===== src/rtl/mult_seq_pkg.sv =====
// Shared types and sizing for the shift-and-add multiplier sequencer.
// Holds the FSM state encoding, default operand width and counter sizing.
package mult_seq_pkg;

  typedef enum logic [2:0] {
    IDLE    = 3'd0,
    LOAD    = 3'd1,
    RUN     = 3'd2,
    CAPTURE = 3'd3,
    VALID   = 3'd4
  } state_t;

  localparam int DEFAULT_WIDTH = 4;

  // Iteration counter must hold 0..WIDTH-1; keep at least one bit.
  function automatic int cnt_width(input int w);
    return (w < 2) ? 1 : $clog2(w);
  endfunction

  localparam int CNT_W = cnt_width(DEFAULT_WIDTH);

endpackage


===== src/rtl/mult_sequencer.sv =====
// Load/shift sequencer for a WIDTH-bit shift-and-add multiplier datapath.
// Optional macro MULT_SEQ_ZERO_SKIP_EN: zero operands bypass the datapath.
module mult_sequencer
  import mult_seq_pkg::*;
#(
  parameter int WIDTH = DEFAULT_WIDTH
) (
  input  logic                 clk,
  input  logic                 rst_n,
  input  logic                 start,
  input  logic [WIDTH-1:0]     a_in,
  input  logic [WIDTH-1:0]     b_in,
  output logic                 busy,
  output logic [WIDTH-1:0]     mult_a,
  output logic [WIDTH-1:0]     mult_b,
  output logic                 mult_ld,
  output logic                 mult_ctrl,
  input  logic [2*WIDTH-1:0]   mult_pq,
  output logic [2*WIDTH-1:0]   prod_out,
  output logic                 prod_valid,
  input  logic                 prod_ready
);

  localparam int CW = cnt_width(WIDTH);
  localparam logic [CW-1:0] CNT_LAST = CW'(WIDTH - 1);

  state_t               state_reg, state_next;
  logic [CW-1:0]        cnt_reg, cnt_next;
  logic [WIDTH-1:0]     a_reg, a_next;
  logic [WIDTH-1:0]     b_reg, b_next;
  logic [2*WIDTH-1:0]   prod_reg, prod_next;
  logic                 valid_reg, valid_next;

  always_ff @(posedge clk or negedge rst_n) begin
    if (!rst_n) begin
      state_reg <= IDLE;
      cnt_reg   <= '0;
      a_reg     <= '0;
      b_reg     <= '0;
      prod_reg  <= '0;
      valid_reg <= 1'b0;
    end else begin
      state_reg <= state_next;
      cnt_reg   <= cnt_next;
      a_reg     <= a_next;
      b_reg     <= b_next;
      prod_reg  <= prod_next;
      valid_reg <= valid_next;
    end
  end

  always_comb begin
    state_next = state_reg;
    cnt_next   = cnt_reg;
    a_next     = a_reg;
    b_next     = b_reg;
    prod_next  = prod_reg;
    valid_next = valid_reg;

    case (state_reg)
      IDLE: begin
        if (start) begin
          a_next = a_in;
          b_next = b_in;
`ifdef MULT_SEQ_ZERO_SKIP_EN
          if ((a_in == '0) || (b_in == '0)) begin
            prod_next  = '0;
            valid_next = 1'b1;
            state_next = VALID;
          end else begin
            state_next = LOAD;
          end
`else
          state_next = LOAD;
`endif
        end
      end

      LOAD: begin
        cnt_next   = '0;
        state_next = RUN;
      end

      // One datapath shift per cycle; leave after the WIDTH-th shift.
      RUN: begin
        cnt_next = cnt_reg + 1'b1;
        if (cnt_reg == CNT_LAST) begin
          state_next = CAPTURE;
        end
      end

      CAPTURE: begin
        prod_next  = mult_pq;
        valid_next = 1'b1;
        state_next = VALID;
      end

      VALID: begin
        if (prod_ready) begin
          valid_next = 1'b0;
          state_next = IDLE;
        end
      end

      default: begin
        state_next = IDLE;
      end
    endcase
  end

  // Strobes are pure state decodes, so they can never overlap.
  assign busy       = (state_reg != IDLE);
  assign mult_ld    = (state_reg == LOAD);
  assign mult_ctrl  = (state_reg == RUN);
  assign mult_a     = a_reg;
  assign mult_b     = b_reg;
  assign prod_out   = prod_reg;
  assign prod_valid = valid_reg;

endmodule


===== config.mk =====
export PLATFORM = sky130hd
export DESIGN_NAME = mult_sequencer
export DESIGN_NICKNAME = d
export VERILOG_FILES = /design/src/rtl/mult_seq_pkg.sv /design/src/rtl/mult_sequencer.sv
export SDC_FILE = /design/constraint.sdc
export NUM_CORES = 1
export LEC_CHECK = 0
export ABC_AREA = 1
export CAP_MARGIN = 20
export CORE_MARGIN = 2
export CORE_UTILIZATION = 44
export CTS_BUF_LIST = sky130_fd_sc_hd__clkbuf_8
export CTS_CLUSTER_DIAMETER = 120
export DETAILED_ROUTE_END_ITERATION = 6
export GPL_ROUTABILITY_DRIVEN = 1
export PLACE_DENSITY = 0.81
export SYNTH_ARGS = -nofsm -noshare
export SYNTH_HDL_FRONTEND = slang
export SYNTH_SLANG_ARGS = --single-unit

===== constraint.sdc =====
create_clock -name clk -period 1.3 [get_ports clk]
set_input_delay 0.13 -clock clk [delete_from_list [all_inputs] [get_ports clk]]
set_output_delay 0.13 -clock clk [all_outputs]
set_load 0.005 [all_outputs]

# Yosys cells after proc, flatten, opt, wreduce, memory -nomap -nowiden
# Cells that the tools add are included.
# W data, S select, Z words.
totals:
  elab_cells: 29
  inputBits: 20
  reg_bits: 22
  out_inout_bits: 20
op_classes:
  n_eq_ne: 8
  n_mux: 7
  reduce_logical: 7
  add_sub_neg: 1
ops:
  columns: ["operator", "n"]
  rows:
  - ["$pmux W3 S5", 1]
  - ["$mux W3", 3]
  - ["$eq A3 B2 Y1 const B", 2]
  - ["$ne A2 B2 Y1 const B", 2]
  - ["$pmux W2 S2", 1]
  - ["$reduce_and A2 Y1", 2]
  - ["$reduce_bool A2 Y1", 2]
  - ["$eq A3 B1 Y1 const B", 1]
  - ["$eq A3 B3 Y1 const B", 1]
  - ["$logic_not A3 Y1", 1]
  - ["$reduce_and A3 Y1", 1]
  - ["$reduce_bool A3 Y1", 1]
  - ["$add A2 B1 Y2 const B", 1]
  - ["$eq A2 B2 Y1 const B", 1]
  - ["$ne A2 B1 Y1 const B", 1]
  - ["$pmux W1 S2", 1]
  - ["$mux W1", 1]

# Logic depth before layout (Yosys ltp)
# Gate-level depths: netlist (run 1).
depth:
  word_depth: 3
  ltp_mapped: 5
  mapped_depth_nobuf: 5

# Worst setup path after synthesis (run 1)
# No wires, ideal clock.
synth_timing:
  path_type: "reg2reg"
  startpoint: "register state_reg[0]"
  endpoint: "register b_reg[1], in the netlist mult_b[1]"
  setup_time_ns: 0.117
  path_slack_ns: 0.198
  stages_incl_launch_ff: 6
  period_less_slack_ns: 1.102
  arrival_ns: 0.986
  t_required_ns: 1.183
  n_path_buf: 1
  cell_sequence: "dfrtp_1 -> nor2_4 -> nand3_4 -> buf_6 -> nand2_2 -> o21ai_2"
synth_via:
  elab_chain_cells: 2
synth_lines:
  columns: ["item", "line", "text"]
  rows:
  - ["start, declared", "mult_sequencer.sv:27", "state_t state_reg, state_next;"]
  - ["start signal, assigned", "mult_sequencer.sv:43", "state_reg <= state_next;"]
  - ["$logic_not A3 Y1", "mult_sequencer.sv:60", "case (state_reg)"]
  - ["$reduce_and A2 Y1 (no source line)", null, null]
  - ["end signal, assigned", "mult_sequencer.sv:46", "b_reg <= b_next;"]
  - ["end, declared", "mult_sequencer.sv:30", "logic [WIDTH-1:0] b_reg, b_next;"]
# No other way between the ends.
# A chain may end at the register's enable or synchronous reset.

# Final worst setup path (run 1)
layout_timing:
  startpoint: "register state_reg[2]"
  endpoint: "output mult_ctrl"
layout_via:
  elab_chain_cells: 1
layout_lines:
  columns: ["item", "line", "text"]
  rows:
  - ["$eq A3 B2 Y1", "mult_sequencer.sv:114", "assign mult_ctrl = (state_reg == RUN);"]
  - ["end, declared", "mult_sequencer.sv:17", "output logic mult_ctrl,"]
# No other way between the ends.

==> impl_results.md, run 1 <==
* Status: complete, but fails checks
* Failing checks: setup timing
* Crit Path Max Fanout at 3
* Reg2reg setup slack at 0.08 ns
* Max IR drop VDD at 1463 uV
* CTS Sinks at 22
* YS warnings at 0
* DIE WIDTH at 52.00 um
* CP startpoint: state_reg[2]
* Ys async rst share at 100.0%
* Slew headroom at 81.67%
* Synth area leader: dfrtp_1
* Syn_area_per_cell at 9.840 sq um
* Die ar. at 2703 sq um
* Layout Nets at 181
* Clk buf depth at 2
* Clk slew on worst S/H paths at 0.08 ns
* # diodes at 0
* Syn Inst Count at 103
* Post-Syn Nets at 124
* Root buffer cell: clkbuf_8
* FF-to-FF Start: state_reg[1]
* Overall Global Routing Usage at 17.67%
* Routed Antenna Nets at 0
* Final period util at 100.1%
* Skew-Pair Late Insertion Delay at 0.25 ns
* Unique cell type count in the Yosys netlist at 15
* Most common cell in the netlist: nand2_1
* Hold/Removal Path Class: input pin to asynchronous set/reset pin
* DRC Markers at 0
* Area share of the largest cell type after synthesis at 54.32%
* RSZ-0062 raised after global routing: true
* Drt wl/cell at 12.03 um
* Worst hold margin at 0.2122 ns
* Register bit total from synthesis at 22
* Area Growth Syn to Fin at 58.27%
* Grt total ovfl at 0
* Register area share after synthesis at 54.32%
* I/O pins at 40
* Slew @ Worst Pin at 0.2749 ns
* Synthesized area at 1013 sq um
* Max cap viols at 0
* Post-Route WL at 2249 um
* Post-detailed-placement half-perimeter wirelength at 1587 um
* Post-synth EDFFs at 0
* TritonCTS clock tree: built
* TritonCTS Buffers at 3
* Final setup fails at 1
* Tot Pwr at 3.765 mW
* Final Hold Viols at 0
* Final instance area at 1604 sq um
* CP Class: register to primary output
* Initial antenna violation count at 0
* Final setup margin at -0.0007824 ns
* F_max at 768.8 MHz
* R2R depth at 8
* Startpoint types: register
* P_leak at 0.8132 nW
* Slew Limit Fails at 0
* Power density cells at 2347 nW/um^2
* Routed vias/inst at 4.588
* Placed Area at 1469 sq um
* Port Buffer Count at 39
* GP Congestion at 0.6751
* Min Tclk post-route at 1.301 ns
* Fraction of layout cells with a size suffix above 1 at 29.56%
* CP arrival at 1.17 ns
* Commonest cells post-synth: nand2_1, dfrtp_1, inv_1
* DRT iter0 DRCs at 11
* Die Y at 52.00 um
* Critical Path RT at 1.17 ns
* Largest net degree at the start of global routing at 23
* Starting Density at 46.26%
* Area of the core at 2191 sq um
* Setup Skew at 0.001363 ns
* Row count at 17
* Dpl ws at -0.05166 ns
* Max reg flops at 8
* Htree depth at 1
* Critical Path Sink: mult_ctrl
* Worst R2R End: cnt_reg[0]
* Setup crit end kind: primary output
* First-pass GRT wire length at 3553 um
* Number of global-route vias before repair at 833
* Drt pass-1 iters at 4
* Hold Buf Count CTS at 0
* Top_reg_cell synth: dfrtp_1
* Top post-synthesis cells by area: dfrtp_1, o21ai_2, nand2_1
* Vias at 858
final cells by class:
cell class	count	area [sq um]
Sequential cell	22	550.5
Multi-Input combinational cell	58	390.4
Fill cell	179	586.8
Clock buffer	4	55.05
Tap cell	28	35.03
Timing Repair Buffer	53	490.5
Inverter	22	82.58
report_power, final:
part	total [mW]	internal, mW	switching, mW	leakage [nW]
combinational	2.07	1.14	0.932	0.514
sequential	1.22	1.02	0.205	0.270
clock	0.473	0.269	0.204	0.0288
through the flow:
stage | util [%] | cells | setup TNS [ns]
final | 73.22 | 187 | -0.0007824
after global routing | 73.22 | 187 | -0.1719
after CTS | 71.10 | 184 | -0.1367
after detailed placement | 67.05 | 175 | -0.05166
after global placement | 67.05 | 175 | 0
after floorplan | - | 103 | 0
logic make-up after synthesis:
group	share of synthesized area, %
and+or+nand+nor	19.75
buffers and inverters	10.37
DFF	54.32
adders and majority gates	1.234
AOI/OAI and AO/OA	14.32
critical path, stage by stage, from the launching register on:
cell     delay [ns]
dfrtp_1        0.44
inv_2          0.09
buf_6          0.10
nand2_4        0.05
nor2_4         0.12
buf_2          0.12
worst min-delay path by stage:
stage                          start  slack [ns]          to
after floorplan                rst_n       -0.17  cnt_reg[0]
after global placement    prod_valid        0.46  prod_valid
after detailed placement  prod_valid        0.47  prod_valid
after CTS                      rst_n        0.22  cnt_reg[1]
after global routing           rst_n        0.25   mult_a[1]
final                          rst_n        0.21   mult_a[1]
cell usage in the layout (no fill, tap or decap), drive strengths merged:
master         synthesis  routed
a21oi                  1       1
buf                    2      15
clkbuf                 0       5
clkdlybuf4s50          0      35
dfrtp                 22      22
dlygate4sd2            0       1
dlymetal6s2s           0       1
ha                     1       1
inv                   22      22
nand2                 25      25
nand3                  8       9
nand3b                 1       1
nor2                   5       5
o21ai                 16      16
what timing repair did:
| action | CTS | global route |
|---|---|---|
| setup endpoints to repair | 3 | 13 |
| buffers inserted | 5 | 2 |
| resized for setup | 3 | 12 |
| cloned | 0 | 1 |
| pin swaps | 1 | 2 |
metal layers:
| layer | up-vias | wire, um | track usage, % |
|---|---|---|---|
| met5 | - | 0 | 0 |
| met4 | 0 | 19 | 6.579 |
| met3 | 2 | 57 | 1.724 |
| met2 | 18 | 1179 | 31.65 |
| met1 | 407 | 993 | 21.75 |
| li1 | 431 | - | - |
No activity file was read; power rests on OpenSTA's default activity.
==> run 2, diff against run 1 <==
- MAX_ROUTING_LAYER: default -> met4
==> impl_results.md, run 2 (same netlist as run 1, synthesis figures left out) <==
* Initial antenna violation count at 0
* Final setup margin at -0.002147 ns
* Max reg flops at 8
* CTS Sinks at 22
* F_max at 768.0 MHz
* DIE WIDTH at 52.00 um
* Area of the multi-input gates at 390.4 sq um
* Crit path largest cell delay at 0.44 ns
* Row count at 17
* First-pass GRT wire length at 3553 um
* Final setup fails at 1
* Port Buffer Count at 39
* Critical Path RT at 1.17 ns
* Routed Antenna Nets at 0
* Drt wl/cell at 12.03 um
* Largest net degree at the start of global routing at 23
* Number of global-route vias before repair at 833
* Die Y at 52.00 um
* DP Cell Count at 175
* Startpoint types: register
* Die ar. at 2703 sq um
* Routed vias/inst at 4.583
* DRT iter0 DRCs at 12
* Post-Route WL at 2249 um
* Post-detailed-placement half-perimeter wirelength at 1587 um
* RSZ-0062 raised after global routing: true
* Power density cells at 2348 nW/um^2
* Final period util at 100.2%
* GP Congestion at 0.6819
* Crit Path Max Fanout at 3
* I/O pins at 40
* Most common cell after layout, fill and taps aside: clkdlybuf4s50_1
* Setup Skew at 0.001363 ns
* Starting Density at 46.26%
* Fill count at 179
* Htree depth at 1
* Hold/Removal Path Class: input pin to asynchronous set/reset pin
* Final Hold Viols at 0
* Hold Buf Count CTS at 0
* Area of the core at 2191 sq um
* Clk slew on worst S/H paths at 0.08 ns
* Slowest cell on the critical path: dfrtp_1
* Min Tclk post-route at 1.302 ns
* Area Growth Syn to Fin at 58.27%
* Root buffer cell: clkbuf_8
* # diodes at 0
* Clk buf depth at 2
* Layout Nets at 181
* Fraction of layout cells with a size suffix above 1 at 29.56%
* Failing checks: setup timing
* Slew headroom at 81.67%
* TritonCTS Buffers at 3
* Slew Limit Fails at 0
* FF/Latch Area at 550.5 sq um
* Max IR drop VDD at 1464 uV
* Non-filler cells, final at 187
* CP arrival at 1.17 ns
* Setup crit end kind: primary output
* Vias at 857
* Overall Global Routing Usage at 18.14%
* Slew @ Worst Pin at 0.2749 ns
* Setup TNS at -0.002147 ns
* Grt total ovfl at 0
* Drt pass-1 iters at 4
* Max cap viols at 0
* Dpl ws at -0.05166 ns
* CP Class: register to primary output
* Most frequent cells in the layout: clkdlybuf4s50_1, dfrtp_1, nand2_1
* Status: complete, but fails checks
* P_leak at 0.8132 nW
* Skew-Pair Late Insertion Delay at 0.25 ns
* DRC Markers at 0
* TritonCTS clock tree: built
* Crit-path cells: inv_2 -> buf_6 -> nand2_4 -> nor2_4 -> buf_2
[run 2: cell counts in the layout (fill, tap and decap cells not counted)]
No cell type changed its count.
[run 2: worst max-delay path, delay by kind of cell (launching register included)]
family / cells / cell delay [ns]
flip-flops: 1 / 0.44
buffers and inverters: 3 / 0.31
AND/OR/NAND/NOR: 2 / 0.17
[run 2: power breakdown]
part | internal, mW | switching [mW] | total [mW]
Clock | 0.269 | 0.204 | 0.473
Combinational | 1.14 | 0.933 | 2.07
Sequential | 1.02 | 0.205 | 1.22
[run 2: worst paths after layout]
path	start	endpoint	slack, ns	depth (start not counted)
max in group asynchronous	rst_n	prod_valid	0.87	2
hold reg to reg	cnt_reg[0]	cnt_reg[0]	0.49	1
hold / removal	rst_n	mult_a[1]	0.21	2
setup / recovery	state_reg[2]	mult_ctrl	-0.002	5
setup reg to reg	state_reg[1]	cnt_reg[0]	0.07	8
min in group clk	a_in[2]	mult_a[2]	0.42	3
[run 2: final cells by class]
type / instances / share of cell area [%]
Multi-Input combinational cell: 58 / 24.34
Timing Repair Buffer: 53 / 30.58
Clock buffer: 4 / 3.432
Sequential cell: 22 / 34.32
Inverter: 22 / 5.148
Tap cell: 28 / 2.184
[run 2: per-layer routing]
layer  GRT usage (%)  wire (um)  vias up
met3           1.724         57        2
li1                -          -      431
met2           31.65       1176       18
met5               -          0        -
met4           6.579         19        0
met1           21.75        996      406
[run 2: what timing repair did]
item                       in CTS  in global routing
gates resized for setup         3                 12
cloned                          0                  1
pin swaps                       1                  2
setup endpoints to repair       3                 13
setup buffers                   5                  2
[run 2: metrics by stage]
step                util, %  power, mW  cell area, sq um  hold WS (ns)
floorplan                 -      2.136              1013       -0.1656
global placement      67.05      2.982              1469        0.4578
detailed placement    67.05      3.070              1469        0.4687
CTS                   71.10      3.626              1558        0.2202
global route          73.22      4.053              1604        0.2481
finish                73.22      3.766              1604        0.2122
